**src/rtl/xbar_config_loader.sv**
```systemverilog
// ---------------------------------------------------------------------------
// xbar_config_loader
//
// Loads the selector settings of the LUT-tile crossbar over a word-serial
// valid/ready stream. Words collect in a shadow register. After the last word,
// the whole configuration is checked and then committed atomically to
// io_mux_configs, so the crossbar never sees a half-written configuration.
//
// Optional feature macro: XBAR_CFG_RANGE_CHECK_EN
//   defined   - a load is rejected if any selector field is >= N_IN.
//               A rejected load sets io_error and does not commit.
//   undefined - every load commits and io_error stays 0.
//
// Ports:
//   clk            in   rising-edge clock
//   reset          in   synchronous, active-high
//   io_start       in   one-cycle request to begin a load (ignored while busy)
//   io_cfg_valid   in   stream word valid
//   io_cfg_ready   out  loader accepts a word (high only in LOAD)
//   io_cfg_data    in   stream word, WORD_W bits; word 0 fills the low bits
//   io_busy        out  high in every state except IDLE
//   io_done        out  one-cycle pulse in the first IDLE cycle after COMMIT
//   io_error       out  sticky reject flag, cleared by an accepted io_start
//   io_cfg_epoch   out  count of successful commits, wraps at 256
//   io_mux_configs out  active crossbar configuration, CFG_W bits
// ---------------------------------------------------------------------------
module xbar_config_loader #(
    parameter int N_IN    = 23,
    parameter int N_OUT   = 30,
    parameter int SEL_W   = 5,
    parameter int WORD_W  = 10,
    parameter int CFG_W   = N_OUT * SEL_W,
    parameter int N_WORDS = CFG_W / WORD_W
) (
    input  logic              clk,
    input  logic              reset,
    input  logic              io_start,
    input  logic              io_cfg_valid,
    output logic              io_cfg_ready,
    input  logic [WORD_W-1:0] io_cfg_data,
    output logic              io_busy,
    output logic              io_done,
    output logic              io_error,
    output logic [7:0]        io_cfg_epoch,
    output logic [CFG_W-1:0]  io_mux_configs
);

    localparam int CNT_W = (N_WORDS > 1) ? $clog2(N_WORDS) : 1;

    typedef enum logic [1:0] {
        ST_IDLE   = 2'd0,
        ST_LOAD   = 2'd1,
        ST_CHECK  = 2'd2,
        ST_COMMIT = 2'd3
    } state_t;

    state_t             state_q, state_d;
    logic [CNT_W-1:0]   word_cnt_q, word_cnt_d;
    logic [CFG_W-1:0]   shadow_q, shadow_d;
    logic [CFG_W-1:0]   cfg_q, cfg_d;
    logic [7:0]         epoch_q, epoch_d;
    logic               chk_ok_q, chk_ok_d;
    logic               error_q, error_d;
    logic               done_q, done_d;
    logic               ready_q, ready_d;
    logic               hs;

    // True when every selector field addresses an existing crossbar input.
    function automatic logic sel_in_range(input logic [CFG_W-1:0] cfg);
        logic ok;
        ok = 1'b1;
        for (int k = 0; k < N_OUT; k++) begin
            if (int'(cfg[k*SEL_W +: SEL_W]) >= N_IN) begin
                ok = 1'b0;
            end
        end
        return ok;
    endfunction

    // ready is a registered copy of "next state is LOAD", so a handshake can
    // only ever happen while the FSM sits in LOAD.
    assign hs = io_cfg_valid && ready_q;

    always_comb begin
        state_d    = state_q;
        word_cnt_d = word_cnt_q;
        shadow_d   = shadow_q;
        cfg_d      = cfg_q;
        epoch_d    = epoch_q;
        chk_ok_d   = chk_ok_q;
        error_d    = error_q;
        done_d     = 1'b0;

        unique case (state_q)
            ST_IDLE: begin
                if (io_start) begin
                    state_d    = ST_LOAD;
                    word_cnt_d = '0;
                    error_d    = 1'b0;
                end
            end
            ST_LOAD: begin
                if (hs) begin
                    shadow_d[int'(word_cnt_q)*WORD_W +: WORD_W] = io_cfg_data;
                    word_cnt_d = word_cnt_q + 1'b1;
                    if (word_cnt_q == CNT_W'(N_WORDS - 1)) begin
                        state_d = ST_CHECK;
                    end
                end
            end
            ST_CHECK: begin
`ifdef XBAR_CFG_RANGE_CHECK_EN
                chk_ok_d = sel_in_range(shadow_q);
`else
                chk_ok_d = 1'b1;
`endif
                state_d = ST_COMMIT;
            end
            ST_COMMIT: begin
                if (chk_ok_q) begin
                    cfg_d   = shadow_q;
                    epoch_d = epoch_q + 8'd1;
                end else begin
                    error_d = 1'b1;
                end
                done_d  = 1'b1;
                state_d = ST_IDLE;
            end
            default: state_d = ST_IDLE;
        endcase

        ready_d = (state_d == ST_LOAD);
    end

    always_ff @(posedge clk) begin
        if (reset) begin
            state_q    <= ST_IDLE;
            word_cnt_q <= '0;
            shadow_q   <= '0;
            cfg_q      <= '0;
            epoch_q    <= '0;
            chk_ok_q   <= 1'b0;
            error_q    <= 1'b0;
            done_q     <= 1'b0;
            ready_q    <= 1'b0;
        end else begin
            state_q    <= state_d;
            word_cnt_q <= word_cnt_d;
            shadow_q   <= shadow_d;
            cfg_q      <= cfg_d;
            epoch_q    <= epoch_d;
            chk_ok_q   <= chk_ok_d;
            error_q    <= error_d;
            done_q     <= done_d;
            ready_q    <= ready_d;
        end
    end

    assign io_cfg_ready   = ready_q;
    assign io_busy        = (state_q != ST_IDLE);
    assign io_done        = done_q;
    assign io_error       = error_q;
    assign io_cfg_epoch   = epoch_q;
    assign io_mux_configs = cfg_q;

endmodule
```
**config.mk**
```make
export PLATFORM = sky130hd
export DESIGN_NAME = xbar_config_loader
export DESIGN_NICKNAME = d
export VERILOG_FILES = /design/src/rtl/xbar_config_loader.sv
export SDC_FILE = /design/constraint.sdc
export NUM_CORES = 1
export LEC_CHECK = 0
export ABC_AREA = 0
export BUFFER_PORTS_ARGS = -buffer_cell sky130_fd_sc_hd__buf_2
export CAP_MARGIN = 40
export CORE_ASPECT_RATIO = 1.5
export CORE_MARGIN = 3
export CORE_UTILIZATION = 50
export DETAILED_ROUTE_END_ITERATION = 10
export PLACE_DENSITY = 0.77
export SYNTH_ARGS = -nofsm -noshare
export SYNTH_HDL_FRONTEND = slang
export SYNTH_SLANG_ARGS = --single-unit
```
**constraint.sdc**
```tcl
create_clock -name clk -period 7 [get_ports clk]
set_clock_uncertainty 0.05 [all_clocks]
set_input_delay 1.05 -clock clk [delete_from_list [all_inputs] [get_ports clk]]
set_output_delay 1.05 -clock clk [all_outputs]
set_load 0.1 [all_outputs]
```
==> results of run 1 <==
-- per-stage QoR --
| step | cell area (um2) | hold slack (ps) | worst slack (ps) | cells | total power [mW] |
|---|---|---|---|---|---|
| 2_1_floorplan | 14000 | 377 | 2830 | 1676 | 1.96 |
| 3_3_place_gp | 15100 | 386 | 1900 | 2098 | 2.02 |
| 3_5_place_dp | 15300 | 391 | 1800 | 2114 | 2.03 |
| 4_1_cts | 16300 | 403 | 1770 | 2169 | 3.68 |
| 5_1_grt | 16300 | 418 | 1520 | 2169 | 3.76 |
| 6_report | 16300 | 400 | 1710 | 2169 | 3.66 |
-- logic make-up (layout without fill, tap and decap cells) --
| logic type | count (synthesis) | in the layout |
|---|---|---|
| adders and majority gates | 10 | 10 |
| and+or+nand+nor | 728 | 728 |
| buffers and inverters | 132 | 283 |
| muxes | 152 | 152 |
| DFF | 318 | 318 |
| AOI/OAI and AO/OA | 318 | 318 |
| xor gates and xnor gates | 18 | 18 |
-- metal layers --
layer	share of wire, %	wire length [um]	vias to the layer above	GRT usage, %
met2	49	21900	457	48.7
met1	39	17300	6128	33.8
met3	5.0	2200	139	3.60
met5	0	0	-	0
met4	6.5	2860	0	16.9
li1	-	-	6037	-
-- worst max-delay path by stage --
stage | startpoint | endpoint | slack, ps | depth (start not counted)
floorplan | word_cnt_q[1] | shadow_q[2] | 2830 | 15
global placement | word_cnt_q[3] | shadow_q[52] | 1900 | 12
detailed placement | word_cnt_q[3] | shadow_q[52] | 1800 | 12
CTS | word_cnt_q[3] | shadow_q[52] | 1770 | 12
global route | word_cnt_q[3] | shadow_q[52] | 1520 | 12
finish | word_cnt_q[3] | shadow_q[52] | 1710 | 12
-- registers in the layout, summed over array words and instances (netlist names) --
name	count
io_done	1
state_q	2
shadow_q	150
io_mux_configs	150
chk_ok_q	1
io_cfg_epoch	8
word_cnt_q	4
io_error	1
io_cfg_ready	1
-- area by class of cell --
class	instances	area, um2
clock inverters	15	153
fillers	2351	11100
repair buffers	218	1320
well taps	342	428
flip-flops and latches	318	6370
clock buffers	40	870
inverters	10	37.5
multi-input cells	1226	7160
-- synthesized netlist by cell type (all sizes together) (14+ instances only) --
| cell | instances | area (um2) |
|---|---|---|
| nand3 | 62 | 310 |
| clkbuf | 90 | 338 |
| and3 | 14 | 87.6 |
| nand4 | 14 | 93.8 |
| nor2 | 132 | 495 |
| nor3 | 38 | 205 |
| a21oi | 201 | 1020 |
| o22ai | 26 | 169 |
| nand2 | 377 | 1420 |
| o21ai | 21 | 105 |
| buf | 32 | 171 |
| mux2 | 28 | 315 |
| nor2b | 30 | 188 |
| dfxtp | 318 | 6370 |
| mux2i | 124 | 1240 |
-- critical path, cell delays in order (launching register included) --
cell	delay, ps
dfxtp_1	580
ha_1	320
ha_1	240
fa_1	730
or4b_1	760
nor2_1	190
ha_1	550
nand2_1	230
a21oi_2	630
buf_4	310
nand2_1	60
or3_1	370
mux2i_1	140
-- power by group through the flow --
stage               clock, mW  sequential [mW]  combinational [mW]
finish                   1.67             1.81               0.177
global route             1.76             1.81               0.187
CTS                      1.69             1.81               0.173
detailed placement          0             1.85               0.172
global placement            0             1.85               0.164
floorplan                   0             1.86               0.107
==> run_results.csv, run 1 <==
group,metric,value,unit
run_status,outcome,"complete, no violations",
min_path,worstHoldPathCells,2,
yosys,syn_nets,1700,
setup_path,path_max_fanout,19,
min_path,holdPathEnd,"io_mux_configs[44]",
yosys,synth_cell_types,78,
setup_path,worstSetupStartpointType,"register",
setup_path,worstSetupPathType,"register to register",
power_and_ir_drop,p_int,2.81,mW
placement,dp_hpwl,31300,um
floorplan,boundaryPins,176,
floorplan,die-height,211,um
placement,portBuffers,175,
setup_path,r2r_start,"word_cnt_q[3]",
power_and_ir_drop,ir_worst_vdd,0.203,mV
floorplan,die_w,143,um
floorplan,die-area,30000,um2
global_routing,grt_pass1_wl,67900,um
clocking,cts_resized,0,
timing,rsz0062_at_grt,"false",
yosys,synthCells,1676,
timing,fmax,189,MHz
power_and_ir_drop,p_leak,6.81,nW
timing,finalSetupTns,0,ps
timing,slew_headroom,37.5,%
cells_and_area,n_antenna_cell,0,
routing,wl_per_cell,20.4,um
setup_path,r2r-end,"shadow_q[52]",
clocking,cts_num_sinks,318,
floorplan,row_count,74,
cells_and_area,nets,1828,
yosys,synth_compound_area_share,13.9,%
routing,dr.first_iter.drc_count,1025,
routing,viasPerCell,5.88,
yosys,synth_edf_count,0,
yosys,synth_area,14000,um2
routing,firstDrtPassIters,5,
global_routing,gr-usage-all-layers,28.5,%
power_and_ir_drop,p_switching,0.852,mW
power_and_ir_drop,p_sw_share,23.3,%
yosys,ys_async_sr_fraction,0,%
timing,setup_viol,0,
cells_and_area,postLayoutCoreUtil,59.6,%
yosys,syn_area_per_cell,8.34,um2
yosys,seq_area_frac_synth,45.5,%
clocking,cts_hold_buf,0,
global_routing,grt_pass1_vias,12300,
clocking,cts_buffers,30,
power_and_ir_drop,comb_power_share,4.8,%
routing,drcViolationCount,0,
timing,timing.final.crit_share,75.6,%
cells_and_area,area_delta_synth_final,16.8,%
timing,period_needed,5290,ps
global_routing,overflow,0,
clocking,cts.path.max_buffers,3,
power_and_ir_drop,pwr-share-seq,49.5,%
clocking,tritoncts,"yes",
yosys,yosys_warnings,0,
yosys,synth_ff_type,"dfxtp_1",
yosys,synthAdderAreaFrac,0.949,%
cells_and_area,drive_above_1_share,18.3,%
routing,drt-total-wl,44300,um
timing,drv_slew,0,
clocking,post_cts_buffers,0,
global_routing,antenna_found_initial,0,
yosys,synth-xor-area-share,1.18,%
cells_and_area,mostFrequentLayoutCells,"nand2_1, dfxtp_1, a21oi_1",
floorplan,initial_core_util,51.0,%
flow_run,maxCapViolations,0,
floorplan,core-area,27400,um2
timing,hold_viol_final,0,
power_and_ir_drop,pwr-share-clk,45.6,%
timing,worst_pin_slew,938,ps
routing,vias,12800,
power_and_ir_drop,power.density,224,nW/um2
yosys,muxShareOfSynthArea,11.1,%
clocking,clkSlewWorstSetupHoldPaths,70,ps
setup_path,critPathRequiredTime,7410,ps
setup_path,end_kind,"register",
placement,routabilityCongestion,0.988,
yosys,synth_top_family_by_area,"simple AND/OR/NAND/NOR gates",
setup_path,r2r_cells,12,
clocking,clock-root-buffer,"clkbuf_16",
min_path,min_path_type,"register to register",
yosys,synthSimpleGateAreaFrac,23.4,%
cells_and_area,layout_commonest_cell,"nand2_1",
yosys,synth_seq_cells,318,
routing,antenna_left,0,
setup_path,arrival,5700,ps
clocking,htree_levels,1,
clocking,clock_latency,570,ps
min_path,min_from,"io_mux_configs[44]",
global_routing,grt_max_degree,99,
setup_path,reg2reg_slack,1710,ps
(Power assumes the default switching activity.)
==> run 2: changes to the inputs <==
--- a/config.mk
+++ b/config.mk
@@ -12,7 +12,7 @@
 export CORE_MARGIN = 3
 export CORE_UTILIZATION = 50
 export DETAILED_ROUTE_END_ITERATION = 10
-export PLACE_DENSITY = 0.77
+export PLACE_DENSITY = 0.8
 export SYNTH_ARGS = -nofsm -noshare
 export SYNTH_HDL_FRONTEND = slang
 export SYNTH_SLANG_ARGS = --single-unit
==> constraint.sdc (replaced) <==
create_clock -name clk -period 4.7 [get_ports clk]
set_clock_uncertainty 0.05 [all_clocks]
set_input_delay 0.705 -clock clk [delete_from_list [all_inputs] [get_ports clk]]
set_output_delay 0.705 -clock clk [all_outputs]
set_load 0.1 [all_outputs]
==> run_results.csv, run 2 (synthesis gave the netlist of run 1 again) <==
group,metric,value,unit
timing,rsz0062_at_grt,"false",
setup_path,end_kind,"register",
timing,timing.final.crit_share,88.1,%
clocking,tritoncts,"yes",
timing,fmax,242,MHz
cells_and_area,n_antenna_cell,0,
setup_path,worstSetupStartpointType,"register",
routing,drcViolationCount,0,
clocking,post_cts_buffers,0,
clocking,cts_num_sinks,318,
cells_and_area,area_delta_synth_final,17.6,%
power_and_ir_drop,power.density,342,nW/um2
routing,firstDrtPassIters,5,
cells_and_area,nets,1850,
power_and_ir_drop,ir_worst_vdd,0.271,mV
clocking,cts_buffers,29,
setup_path,critPathRequiredTime,5070,ps
floorplan,die-height,211,um
setup_path,worst_path_most_repeated_cell,"ha_1",
power_and_ir_drop,p_leak,6.93,nW
setup_path,reg2reg_slack,560,ps
routing,viasPerCell,5.88,
min_path,worstHoldPathCells,2,
setup_path,r2r_start,"word_cnt_q[0]",
setup_path,r2r_cells,12,
floorplan,die_w,143,um
timing,finalSetupTns,0,ps
clocking,htree_levels,1,
power_and_ir_drop,power,5.62,mW
global_routing,grt_max_degree,158,
clocking,cts.path.max_buffers,3,
flow_run,maxCapViolations,0,
timing,hold_viol_final,0,
cells_and_area,drive_above_1_share,18.9,%
placement,dp_hpwl,31900,um
global_routing,antenna_found_initial,0,
routing,vias,12900,
clocking,clock-root-buffer,"clkbuf_16",
floorplan,initial_core_util,51.0,%
setup_path,arrival,4510,ps
timing,slew_headroom,36.4,%
setup_path,slowest_delay,580,ps
setup_path,worstPathCellList,"ha_1 -> ha_1 -> fa_1 -> or4b_1 -> nor2_1 -> ha_1 -> inv_1 -> a211oi_1 -> o221ai_1 -> or4_1 -> a21oi_1 -> nor3_1",
min_path,min_path_type,"register to register",
clocking,cts_resized,0,
cells_and_area,mostFrequentLayoutCells,"nand2_1, dfxtp_1, a21oi_1",
setup_path,r2r-end,"shadow_q[69]",
timing,setup_viol,0,
setup_path,crit_path_top_delay_cell,"or4b_1",
cells_and_area,layout_commonest_cell,"nand2_1",
routing,drt-total-wl,45100,um
clocking,clock_latency,570,ps
setup_path,worstSetupPathType,"register to register",
global_routing,grt_pass1_wl,68200,um
placement,routabilityCongestion,1.00,
run_status,outcome,"complete, no violations",
routing,wl_per_cell,20.6,um
floorplan,row_count,74,
setup_path,path_max_fanout,8,
clocking,clkSlewWorstSetupHoldPaths,70,ps
min_path,min_from,"shadow_q[22]",
global_routing,overflow,0,
clocking,cts_hold_buf,0,
timing,worst_pin_slew,950,ps
placement,portBuffers,175,
global_routing,gr-usage-all-layers,28.6,%
min_path,holdPathEnd,"io_mux_configs[22]",
floorplan,die-area,30000,um2
routing,antenna_left,0,
timing,period_needed,4140,ps
routing,dr.first_iter.drc_count,1225,
floorplan,boundaryPins,176,
timing,drv_slew,0,
cells_and_area,nFillCells,2350,
floorplan,core-area,27400,um2
global_routing,grt_pass1_vias,12500,
[run 2: how the worst max path moves through the flow]
stage	start	endpoint	slack (ps)	cells past startpoint
final	word_cnt_q[0]	shadow_q[69]	560	12
after floorplan	word_cnt_q[1]	shadow_q[2]	530	15
after global placement	word_cnt_q[1]	shadow_q[11]	720	11
after CTS	word_cnt_q[0]	shadow_q[69]	630	12
after global routing	word_cnt_q[0]	shadow_q[69]	260	12
after detailed placement	word_cnt_q[0]	shadow_q[69]	660	12
[run 2: through the flow]
| stage | area, um2 | cells | util (%) | setup WS (ps) | hold slack (ps) |
|---|---|---|---|---|---|
| after CTS | 16400 | 2191 | 60.0 | 632 | 403 |
| after global routing | 16400 | 2191 | 60.0 | 258 | 423 |
| final | 16400 | 2191 | 60.0 | 560 | 401 |
| after global placement | 15300 | 2131 | 55.8 | 719 | 387 |
| after floorplan | 14000 | 1676 | - | 528 | 377 |
| after detailed placement | 15400 | 2137 | 56.1 | 657 | 392 |
[run 2: critical path, delay by kind of cell, from the launching register on]
| kind | cells | cell delay, ps |
|---|---|---|
| AO/OA/AOI/OAI | 3 | 810 |
| adder cells (fa/ha/maj) | 4 | 1120 |
| buffers and inverters | 1 | 140 |
| flip-flops | 1 | 500 |
| AND/OR/NAND/NOR | 4 | 1370 |
[run 2: power breakdown]
group | switching (mW) | leakage, nW | total [mW] | internal, mW
registers | 0.00413 | 2.56 | 2.70 | 2.70
logic | 0.191 | 3.84 | 0.261 | 0.0703
clock network | 1.06 | 0.530 | 2.66 | 1.60
total | 1.25 | 6.93 | 5.62 | 4.37
[run 2: area by class of cell]
class,instances,area (um2),area share [%]
repair buffers,241,1430,8.72
clock buffers,38,810,4.92
inverters,10,37.5,0.228
clock inverters,16,265,1.61
well taps,342,428,2.60
flip-flops and latches,318,6370,38.7
multi-input cells,1226,7110,43.2
[run 2: metal layers]
layer / vias to the layer above / wire (um) / global-route usage [%]
met1: 6144 / 17000 / 33.8
met5: - / 0 / 0
met4: 0 / 2990 / 17.9
met3: 139 / 2830 / 3.19
met2: 527 / 22300 / 49.2
li1: 6073 / - / -
